$ cat config.mk
export PLATFORM = sky130hd
export DESIGN_NAME = nthuee_scroll_ctrl
export DESIGN_NICKNAME = d
export VERILOG_FILES = /design/src/rtl/nthuee_scroll_ctrl.sv
export SDC_FILE = /design/constraint.sdc
export NUM_CORES = 1
export LEC_CHECK = 0
export CORE_MARGIN = 4
export CORE_UTILIZATION = 44
export DETAILED_ROUTE_END_ITERATION = 10
export MAX_ROUTING_LAYER = met4
export PLACE_DENSITY = 0.65
export RECOVER_POWER = 100
export SLEW_MARGIN = 15
export SYNTH_ARGS = -nofsm -noshare
export SYNTH_HDL_FRONTEND = slang
export SYNTH_SLANG_ARGS = --single-unit
$ cat constraint.sdc
create_clock -name clk -period 3.8 [get_ports clk]
set_input_delay 0.76 -clock clk [delete_from_list [all_inputs] [get_ports clk]]
set_output_delay 0.76 -clock clk [all_outputs]
set_load 0.05 [all_outputs]
$ cat src/rtl/nthuee_scroll_ctrl.sv
// Scroll/scan sequencer for a 4-digit multiplexed 14-segment display showing "NTHUEE".
// Produces the decoder alphabet code and the one-cold active-low digit select, both registered.
module nthuee_scroll_ctrl #(
    parameter int SCAN_DIV   = 50000,
    parameter int SCROLL_DIV = 25000000,
    parameter int MSG_LEN    = 10
) (
    input  logic       clk,
    input  logic       rst_n,
    input  logic       hold,
    input  logic       restart,
    output logic [3:0] alphabet,
    output logic [3:0] digit_sel,
    output logic [3:0] scroll_pos
);

    localparam int SW = (SCAN_DIV > 1) ? $clog2(SCAN_DIV) : 1;
    localparam int RW = (SCROLL_DIV > 1) ? $clog2(SCROLL_DIV) : 1;
    localparam logic [SW-1:0] SC_MAX  = SW'(SCAN_DIV - 1);
    localparam logic [RW-1:0] RC_MAX  = RW'(SCROLL_DIV - 1);
    localparam logic [3:0]    POS_MAX = 4'(MSG_LEN - 1);
    localparam logic [3:0]    RING_N  = 4'(MSG_LEN);
    localparam logic [3:0]    LETTERS = 4'd6;
    localparam logic [3:0]    BLANK   = 4'd15;

    logic [SW-1:0] sc, sc_next;
    logic [RW-1:0] rc, rc_next;
    logic [1:0]    d, d_next;
    logic [3:0]    pos_next;
    logic [3:0]    sum_raw, ring_idx;
    logic [3:0]    alpha_next, sel_next;
    logic          scan_tick, scroll_tick;

    always_comb begin
        scan_tick   = (sc == SC_MAX);
        scroll_tick = (rc == RC_MAX) && !hold;

        sc_next = scan_tick ? '0 : sc + SW'(1);
        d_next  = scan_tick ? d + 2'd1 : d;

        // restart overrides both hold and a pending scroll tick
        rc_next  = rc;
        pos_next = scroll_pos;
        if (restart) begin
            rc_next  = '0;
            pos_next = 4'd0;
        end else if (!hold) begin
            rc_next = (rc == RC_MAX) ? '0 : rc + RW'(1);
            if (scroll_tick) begin
                pos_next = (scroll_pos == POS_MAX) ? 4'd0 : scroll_pos + 4'd1;
            end
        end

        // outputs are built from next-state values so select and code change together
        sum_raw    = pos_next + {2'b00, d_next};
        ring_idx   = (sum_raw >= RING_N) ? sum_raw - RING_N : sum_raw;
        alpha_next = (ring_idx < LETTERS) ? ring_idx : BLANK;
        sel_next   = ~(4'b1000 >> d_next);
    end

    always_ff @(posedge clk or negedge rst_n) begin
        if (!rst_n) begin
            sc         <= '0;
            rc         <= '0;
            d          <= 2'd0;
            scroll_pos <= 4'd0;
            digit_sel  <= 4'b0111;
            alphabet   <= 4'd0;
        end else begin
            sc         <= sc_next;
            rc         <= rc_next;
            d          <= d_next;
            scroll_pos <= pos_next;
            digit_sel  <= sel_next;
            alphabet   <= alpha_next;
        end
    end

endmodule

==> flow_metrics.env, run 1 <==
export IMPL_clock_sinks=55
export IMPL_end_kind="flop"
export IMPL_cts_made_buffers=5
export IMPL_cp_start_kind="flop"
export IMPL_ff_latch_area_mm2=0.00138
export IMPL_finClkSkew_ns=0.00979
export IMPL_ys_async_sr_fraction_pct=100
export IMPL_yosysSeqAreaShare_pct=50.0
export IMPL_hold_viol_final=0
export IMPL_worst_pin_slew_ns=2.05
export IMPL_slew_viol_final=39
export IMPL_ys_seq_elements=55
export IMPL_synth_most_common_cell="dfrtp_1"
export IMPL_drtIter0Drc=67
export IMPL_post_drt_wl_per_cell_um=13.4
export IMPL_grt_pass1_wl_mm=9.45
export IMPL_tritoncts="yes"
export IMPL_cts_path_max_buffers=2
export IMPL_design_area_mm2=0.00330
export IMPL_crit_slowest_cell="or4_1"
export IMPL_synth_common_cells="dfrtp_1, nor2_1, nand2_1, xnor2_1, nand3_1"
export IMPL_fp_dieH_um=87.2
export IMPL_leakage_nw=1.46
export IMPL_synth_top_area_cell="dfrtp_1"
export IMPL_cpLargestDelayFamily="simple AND/OR/NAND/NOR gates"
export IMPL_synth_top_area_share_pct=47.2
export IMPL_synth_edf_count=0
export IMPL_dpl_hpwl_mm=3.74
export IMPL_multi_input_area_mm2=0.00141
export IMPL_gp_congestion=0.799
export IMPL_worstSetupPathType="flop to flop"
export IMPL_hold_depth=1
export IMPL_reg2regPathDepth=14
export IMPL_synth_cell_area_mm2=0.00276
export IMPL_cap_violations=1
export IMPL_synth_fp_nets=297
export IMPL_max_freq_ghz=0.265
export IMPL_crit_required_ns=4.06
export IMPL_ir_worst_vdd_mv=0.171
export IMPL_vias_per_cell=5.26
export IMPL_fin_crit_ns=3.77
export IMPL_grt_overflow_total=0
export IMPL_synth_cell_types=44
export IMPL_synth_area_leaders="dfrtp_1, nor2_1, xnor2_1"
export IMPL_row_count=28
export IMPL_vias=2081
export IMPL_die_w_um=87.2
export IMPL_avgSynthCellArea_um2=9.61
export IMPL_grt_max_degree=39
export IMPL_drt_pass1_iter_count=4
export IMPL_outcome="finished with violations"
export IMPL_coreArea_mm2=0.00599
export IMPL_yosysWarnings=0
export IMPL_netlist_instances=287
export IMPL_wl_mm=5.32
export IMPL_cpPeakStageDelay_ns=0.52
export IMPL_path_depth=14
export IMPL_fillers=505
export IMPL_relSlewSlack_pct=-36.7
export IMPL_start_util_pct=46.1
export IMPL_nets=330
export IMPL_ant_nets=0
export IMPL_area_growth_pct=19.7
export IMPL_track_usage_pct=16.0
export IMPL_placed_area_mm2=0.00310
export IMPL_drive_gt1_share_pct=15.3
export IMPL_cts_hold_buffers=0
export IMPL_cts_root_buffer="clkbuf_8"
export IMPL_min_path_type="flop to flop"
export IMPL_p_total_mw=1.02
export IMPL_rsz0062_at_grt="yes"
export IMPL_h_tree_depth=2
export IMPL_io_buffers=15
export IMPL_path_cells="or4_1 -> or4_4 -> or4_4 -> or3_4 -> nand2_4 -> nand2_4 -> inv_4 -> ha_4 -> a21oi_4 -> o21ai_2 -> xor2_1 -> a311o_1 -> or3_1 -> nand3b_1"
export IMPL_crit_buf_inv=1
export IMPL_setup_violations=0
export IMPL_worst_path_max_fanout=3
export IMPL_dieArea_mm2=0.00760
export IMPL_route_detailed_drc=0
export IMPL_grt_pass1_vias=2083
export IMPL_antenna_found_initial=0
export IMPL_diodes=0
export IMPL_violations="max-capacitance violations, max-slew violations"
export IMPL_pin_count=16
export IMPL_critPathArrivalTime_ns=4.03
export IMPL_p_per_area_mw_per_mm2=309
export IMPL_finalCritPeriodShare_pct=99.2
export IMPL_cts_clk_slew_worst_paths_ns=0.11
export IMPL_clkLatencyLatePin_ns=0.31
export IMPL_ys_flop_type="dfrtp_1"
## layout make-up
cell class / count / share of cell area [%]
inverter: 6 / 0.758
sequential: 55 / 41.8
timing repair buffer: 34 / 8.34
multi-input combinational: 218 / 42.7
tap: 75 / 2.84
clock inverter: 3 / 1.44
clock buffer: 5 / 2.08
## logic make-up after synthesis
family / Yosys count / share of synthesized area (%)
xor gates and xnor gates: 32 / 10.2
muxes: 2 / 0.726
AOI/OAI and AO/OA: 34 / 7.26
buffers and inverters: 14 / 1.95
DFF: 55 / 50.0
and+or+nand+nor: 144 / 26.9
adders and majority gates: 6 / 2.99
## report_power, final
part | internal (mW) | total [mW] | switching, mW
Combinational | 0.00800 | 0.0314 | 0.0234
Sequential | 0.587 | 0.588 | 0.00147
Clock | 0.200 | 0.402 | 0.202
## flip-flops by register name (all words and copies together), names as in the netlist
register,flops
digit_sel,4
alphabet,4
d,2
rc,25
scroll_pos,4
sc,16
## timing repair
item | in CTS | in global routing
setup buffers | 3 | 1
endpoints found under the setup margin | 2 | 4
endpoints found under the hold margin | 0 | 0
cloned | 0 | 0
pin swaps | 6 | 3
gates resized for setup | 6 | 7
## path summary, 6_finish.rpt
kind	start	to	slack (ns)
setup / recovery	rc[9]	alphabet[0]	0.03
hold / removal	sc[0]	sc[0]	0.47
setup reg to reg	rc[9]	alphabet[0]	0.03
hold reg to reg	sc[0]	sc[0]	0.47
max in group asynchronous	rst_n	rc[3]	1.10
min in group asynchronous	rst_n	sc[12]	1.01
## metrics by stage
| stage | instances | worst slack [ns] | utilization (%) | TNS [ns] | hold WS, ns |
|---|---|---|---|---|---|
| after floorplan | 287 | -0.201 | - | -0.377 | 0.425 |
| after global placement | 384 | -0.0460 | 51.8 | -0.0687 | 0.448 |
| after detailed placement | 384 | -0.113 | 51.8 | -0.196 | 0.461 |
| after CTS | 395 | 0.0258 | 54.6 | 0 | 0.476 |
| after global routing | 396 | -0.0983 | 55.1 | -0.179 | 0.491 |
| final | 396 | 0.0296 | 55.1 | 0 | 0.467 |
## layout by cell type (no fill, tap or decap), types with 10 or more instances in the layout
master and count:
nand2_1 25, nor2_1 40, dlygate4sd3_1 11, buf_4 16
and3_1 10, xnor2_1 17, o21ai_0 12, a21oi_1 11
nand3_1 16, dfrtp_1 52, xor2_1 14
## per-layer routing
layer	track usage, %	vias to the layer above	share of wire (%)	wire [µm]
met4	5.16	0	1.3	70
met5	-	-	0	0
met2	26.3	22	48	2580
met1	20.2	1002	48	2530
met3	2.55	7	2.7	142
li1	-	1050	-	-
No activity file was read; power rests on OpenSTA's default activity.
==> run 2, diff against run 1 <==
--- a/config.mk
+++ b/config.mk
@@ -7,7 +7,9 @@
 export LEC_CHECK = 0
 export CORE_MARGIN = 4
 export CORE_UTILIZATION = 44
+export CTS_BUF_LIST = sky130_fd_sc_hd__clkbuf_4 sky130_fd_sc_hd__clkbuf_8
 export DETAILED_ROUTE_END_ITERATION = 10
+export GPL_TIMING_DRIVEN = 0
 export MAX_ROUTING_LAYER = met4
 export PLACE_DENSITY = 0.65
 export RECOVER_POWER = 100
==> run 2 against run 1 <==
Effect of this change:
- the run ends with max-capacitance violations, max-slew violations, negative setup slack left
- design area decreased by 2.4%
- clock-buffer cell count unchanged
- utilization decreased by 1.3 points
- total power decreased by 6.9%
- cell count decreased by 1.5%
- die area unchanged
- setup slack got worse by 0.15 ns
- largest cell class unchanged
- hold slack got worse by 0.0091 ns
- fmax decreased by 3.9%
- critical path depth unchanged
- sequential share of layout area increased by 1.0 points
- largest power group unchanged
- wire length decreased by 2.2%
==> flow_metrics.env, run 2 (synthesis gave the netlist of run 1 again) <==
export IMPL_largest_reg_flops=25
export IMPL_diodes=0
export IMPL_start_util_pct=46.1
export IMPL_gp_congestion=0.841
export IMPL_antenna_found_initial=0
export IMPL_p_per_area_mw_per_mm2=295
export IMPL_coreArea_mm2=0.00599
export IMPL_violations="max-capacitance violations, max-slew violations, negative setup slack"
export IMPL_route_detailed_drc=0
export IMPL_dieArea_mm2=0.00760
export IMPL_vias=2059
export IMPL_clock_sinks=55
export IMPL_reg_largest_list="rc (25), sc (16)"
export IMPL_track_usage_pct=15.5
export IMPL_cts_root_buffer="clkbuf_8"
export IMPL_area_growth_pct=16.8
export IMPL_tns_ns=-0.221
export IMPL_fin_ws_ns=-0.124
export IMPL_crit_required_ns=4.04
export IMPL_worstSetupPathType="flop to flop"
export IMPL_fin_crit_ns=3.92
export IMPL_max_freq_ghz=0.255
export IMPL_multi_input_area_mm2=0.00142
export IMPL_pin_count=16
export IMPL_mostFrequentLayoutCell="dfrtp_1"
export IMPL_nets=324
export IMPL_slew_viol_final=56
export IMPL_cp_startpoint="rc[17]"
export IMPL_ff_latch_area_mm2=0.00138
export IMPL_finalCritPeriodShare_pct=103
export IMPL_grt_overflow_total=0
export IMPL_cap_violations=1
export IMPL_wl_mm=5.20
export IMPL_top_register="rc"
export IMPL_row_count=28
export IMPL_end_kind="flop"
export IMPL_min_path_type="flop to flop"
export IMPL_drt_pass1_iter_count=4
export IMPL_tritoncts="yes"
export IMPL_ant_nets=0
export IMPL_fillers=534
export IMPL_cp_start_kind="flop"
export IMPL_clkLatencyLatePin_ns=0.31
export IMPL_grt_pass1_vias=2038
export IMPL_place_ws_ns=-0.417
export IMPL_rsz0062_at_grt="yes"
export IMPL_post_drt_wl_per_cell_um=13.3
export IMPL_drive_gt1_share_pct=13.0
export IMPL_h_tree_depth=2
export IMPL_leakage_nw=1.40
export IMPL_relSlewSlack_pct=-88.4
export IMPL_grt_max_degree=56
export IMPL_cts_clk_slew_worst_paths_ns=0.10
export IMPL_fp_dieH_um=87.2
export IMPL_critPathArrivalTime_ns=4.17
export IMPL_worst_path_max_fanout=3
export IMPL_worst_pin_slew_ns=2.83
export IMPL_ir_worst_vdd_mv=0.210
export IMPL_grt_pass1_wl_mm=9.32
export IMPL_vias_per_cell=5.28
export IMPL_outcome="finished with violations"
export IMPL_cts_made_buffers=5
export IMPL_utilization_pct=53.8
export IMPL_die_w_um=87.2
export IMPL_dpl_hpwl_mm=3.52
export IMPL_finClkSkew_ns=0.00868
export IMPL_io_buffers=14
export IMPL_layout_common_cells="dfrtp_1, nor2_1, nand2_1"
export IMPL_cts_path_max_buffers=2
export IMPL_p_total_mw=0.951
export IMPL_hold_viol_final=0
export IMPL_worstHoldStart="sc[0]"
export IMPL_r2r_start="rc[17]"
export IMPL_drtIter0Drc=88
export IMPL_setup_violations=4
## run 2: critical path, cell delays in order, from the launching register on
cell and delay, ns:
dfrtp_1 0.40, or4_1 0.51, or4_4 0.47, or4_4 0.56, or3_4 0.34, nand2_2 0.06
nand2_2 0.06, inv_2 0.08, ha_4 0.20, a21oi_4 0.16, o21ai_2 0.08, xor2_1 0.14
a311o_1 0.37, or3_4 0.35, nand3b_1 0.10
## run 2: metal layers
metal,up-vias,wire length (µm),track usage (%)
li1,1038,-,-
met1,997,2530,21.2
met2,20,2510,24.7
met3,4,134,2.84
met4,0,29,2.37
met5,-,0,-
## run 2: per-stage QoR
step,std cells,area (µm²),hold WS (ns)
global route,390,3220,0.484
detailed placement,376,3020,0.449
floorplan,287,2790,0.425
finish,390,3220,0.458
CTS,389,3200,0.463
global placement,376,3020,0.446
## run 2: repair_timing
item,CTS,global route
hold buffers,0,0
buffers inserted,6,1
resized for setup,10,2
endpoints found under the setup margin,4,4
cloned,0,0
pin swaps,6,1
## run 2: path summary, 6_finish.rpt
path	end	slack (ns)	cells after the start
worst max-delay path	alphabet[0]	-0.12	14
worst min-delay path	sc[0]	0.46	1
worst max register to register	alphabet[0]	-0.12	14
worst min register to register	sc[0]	0.46	1
max in group asynchronous	rc[4]	0.86	1
min in group asynchronous	sc[14]	1.35	1
## run 2: final cells by class
cell class / count / share of cell area (%)
clock buffers: 5 / 2.14
plain buffers: 7 / 0.816
inverters: 6 / 0.699
well taps: 75 / 2.91
multi-input cells: 218 / 44.0
clock inverters: 3 / 0.777
repair buffers: 21 / 5.79
flip-flops and latches: 55 / 42.8
## run 2: power by group
part / switching (mW) / internal [mW] / total (mW)
clock network: 0.200 / 0.132 / 0.333
registers: 0.00141 / 0.587 / 0.588
logic: 0.0233 / 0.00721 / 0.0305
==> run 3, diff against run 2 <==
--- a/config.mk
+++ b/config.mk
@@ -5,6 +5,7 @@
 export SDC_FILE = /design/constraint.sdc
 export NUM_CORES = 1
 export LEC_CHECK = 0
+export CAP_MARGIN = 20
 export CORE_MARGIN = 4
 export CORE_UTILIZATION = 44
 export CTS_BUF_LIST = sky130_fd_sc_hd__clkbuf_4 sky130_fd_sc_hd__clkbuf_8
==> results of run 3 <==
Final layout, timing and power as in run 2 (identical DEF).
==> RTL change (settings of run 3) <==
`SCROLL_DIV`: 25000000 -> 50000000.
--- a/src/rtl/nthuee_scroll_ctrl.sv
+++ b/src/rtl/nthuee_scroll_ctrl.sv
@@ -2,7 +2,7 @@
 // Produces the decoder alphabet code and the one-cold active-low digit select, both registered.
 module nthuee_scroll_ctrl #(
     parameter int SCAN_DIV   = 50000,
-    parameter int SCROLL_DIV = 25000000,
+    parameter int SCROLL_DIV = 50000000,
     parameter int MSG_LEN    = 10
 ) (
     input  logic       clk,
Function: no difference found for any inputs over 10 cycles, from zero or initial values and one cycle with rst_n low; that may be too few to reach the edited logic, so the function may still have changed.
==> RTL change against run 3 <==
The flow finishes with violations (capacitance limit, slew limit); sequential cell count increased by 1; design area up 3.6%; total power increased by 7.2%; global-route usage is 0.30 points lower; non-clock buffer count fell by 7; sequential share of layout area is 0.73 points lower; synthesized area is 6.3% higher; critical path depth unchanged; final cell count increased by 4.1%; setup slack better by 370 ps; routed wire length is 5.8% higher; clock skew up 5.0 ps; critical endpoint unchanged; highest routed layer unchanged.
==> RTL change: results (changes against run 3) <==
- Met3 wire len: 174 um (+30%)
- Gate power share: 2.9% (-0.3 points)
- Met1 WL: 2730 um (+8.2%)
- Final non-filler cell total: 406 (+4.1%)
- IO buf count: 15 (+1)
- Xor and xnor fraction of the mapped netlist area: 11.3% (+1.2 points)
- Post-CTS Setup Inserts: 0 (-6)
- Reg2Reg Setup Slack: 250 ps (+370 ps)
- Post-synth cell types: 49 (+11%)
- VDD IR max: 0.000252 V (+20%)
- Sequential element share of the synthesized area: 47.9% (-2.1 points)
- Net Switching: 220 uW (-2.4%)
- Pre-antenna DRT Iters: 5 (+1)
- Max FO, Critical Path: 10 (+7)
- Detail-routed via count per cell: 5.38 (+1.9%)
- Post-synthesis mux area share: 0.682% (-0.043 points)
- Failing checks: capacitance limit, slew limit
- R2R depth: 15 (+1)
- Final #Nets: 338 (+4.3%)
- Sequential power share: 58.8% (-3.0 points)
- Post-DP Area: 0.00318 mm2 (+5.2%)
- Max Cap Viol: 1 (unchanged)
- Outcome: finished, violations left
- RD Place Congestion: 0.855 (+1.7%)
- Met3 global-route usage: 3.01% (+0.17 points)
- Slew Viols, Final: 57 (+1.8%)
- HPWL Detailed: 3960 um (+13%)
- WL met2: 2580 um (+2.8%)
- DRT iter0 DRCs: 108 (+23%)
- Crit path arrival time: 3740 ps (-430 ps)
-- RTL change: cell types whose count changed after synthesis, sizes merged, moves of 3 or more --
cell / before / now
inv: 6 / 13
nand4: 3 / 10
nand3: 16 / 21
nand2: 27 / 22
o21ai: 13 / 9
nor2: 40 / 46
or3: 6 / 1
nor3: 6 / 13
a31oi: 0 / 3
xor2: 15 / 20
nor2b: 6 / 2
-- RTL change: worst max path at each step --
stage	start	end	slack (ps)
2_1_floorplan	sc[0]	alphabet[0]	430
3_3_place_gp	hold	alphabet[0]	-270
5_1_grt	rc[0]	alphabet[3]	20
3_5_place_dp	hold	alphabet[0]	-320
6_report	hold	alphabet[0]	250
4_1_cts	hold	alphabet[0]	20
-- RTL change: final cells by class --
type                    instances  area, um2
well taps                      77       96.3
clock buffers                   5       68.8
fillers                       591       3090
flip-flops and latches         56       1410
repair buffers                 15        144
clock inverters                 3       42.5
multi-input cells             231       1500
plain buffers                   6       27.5
inverters                      13       48.8
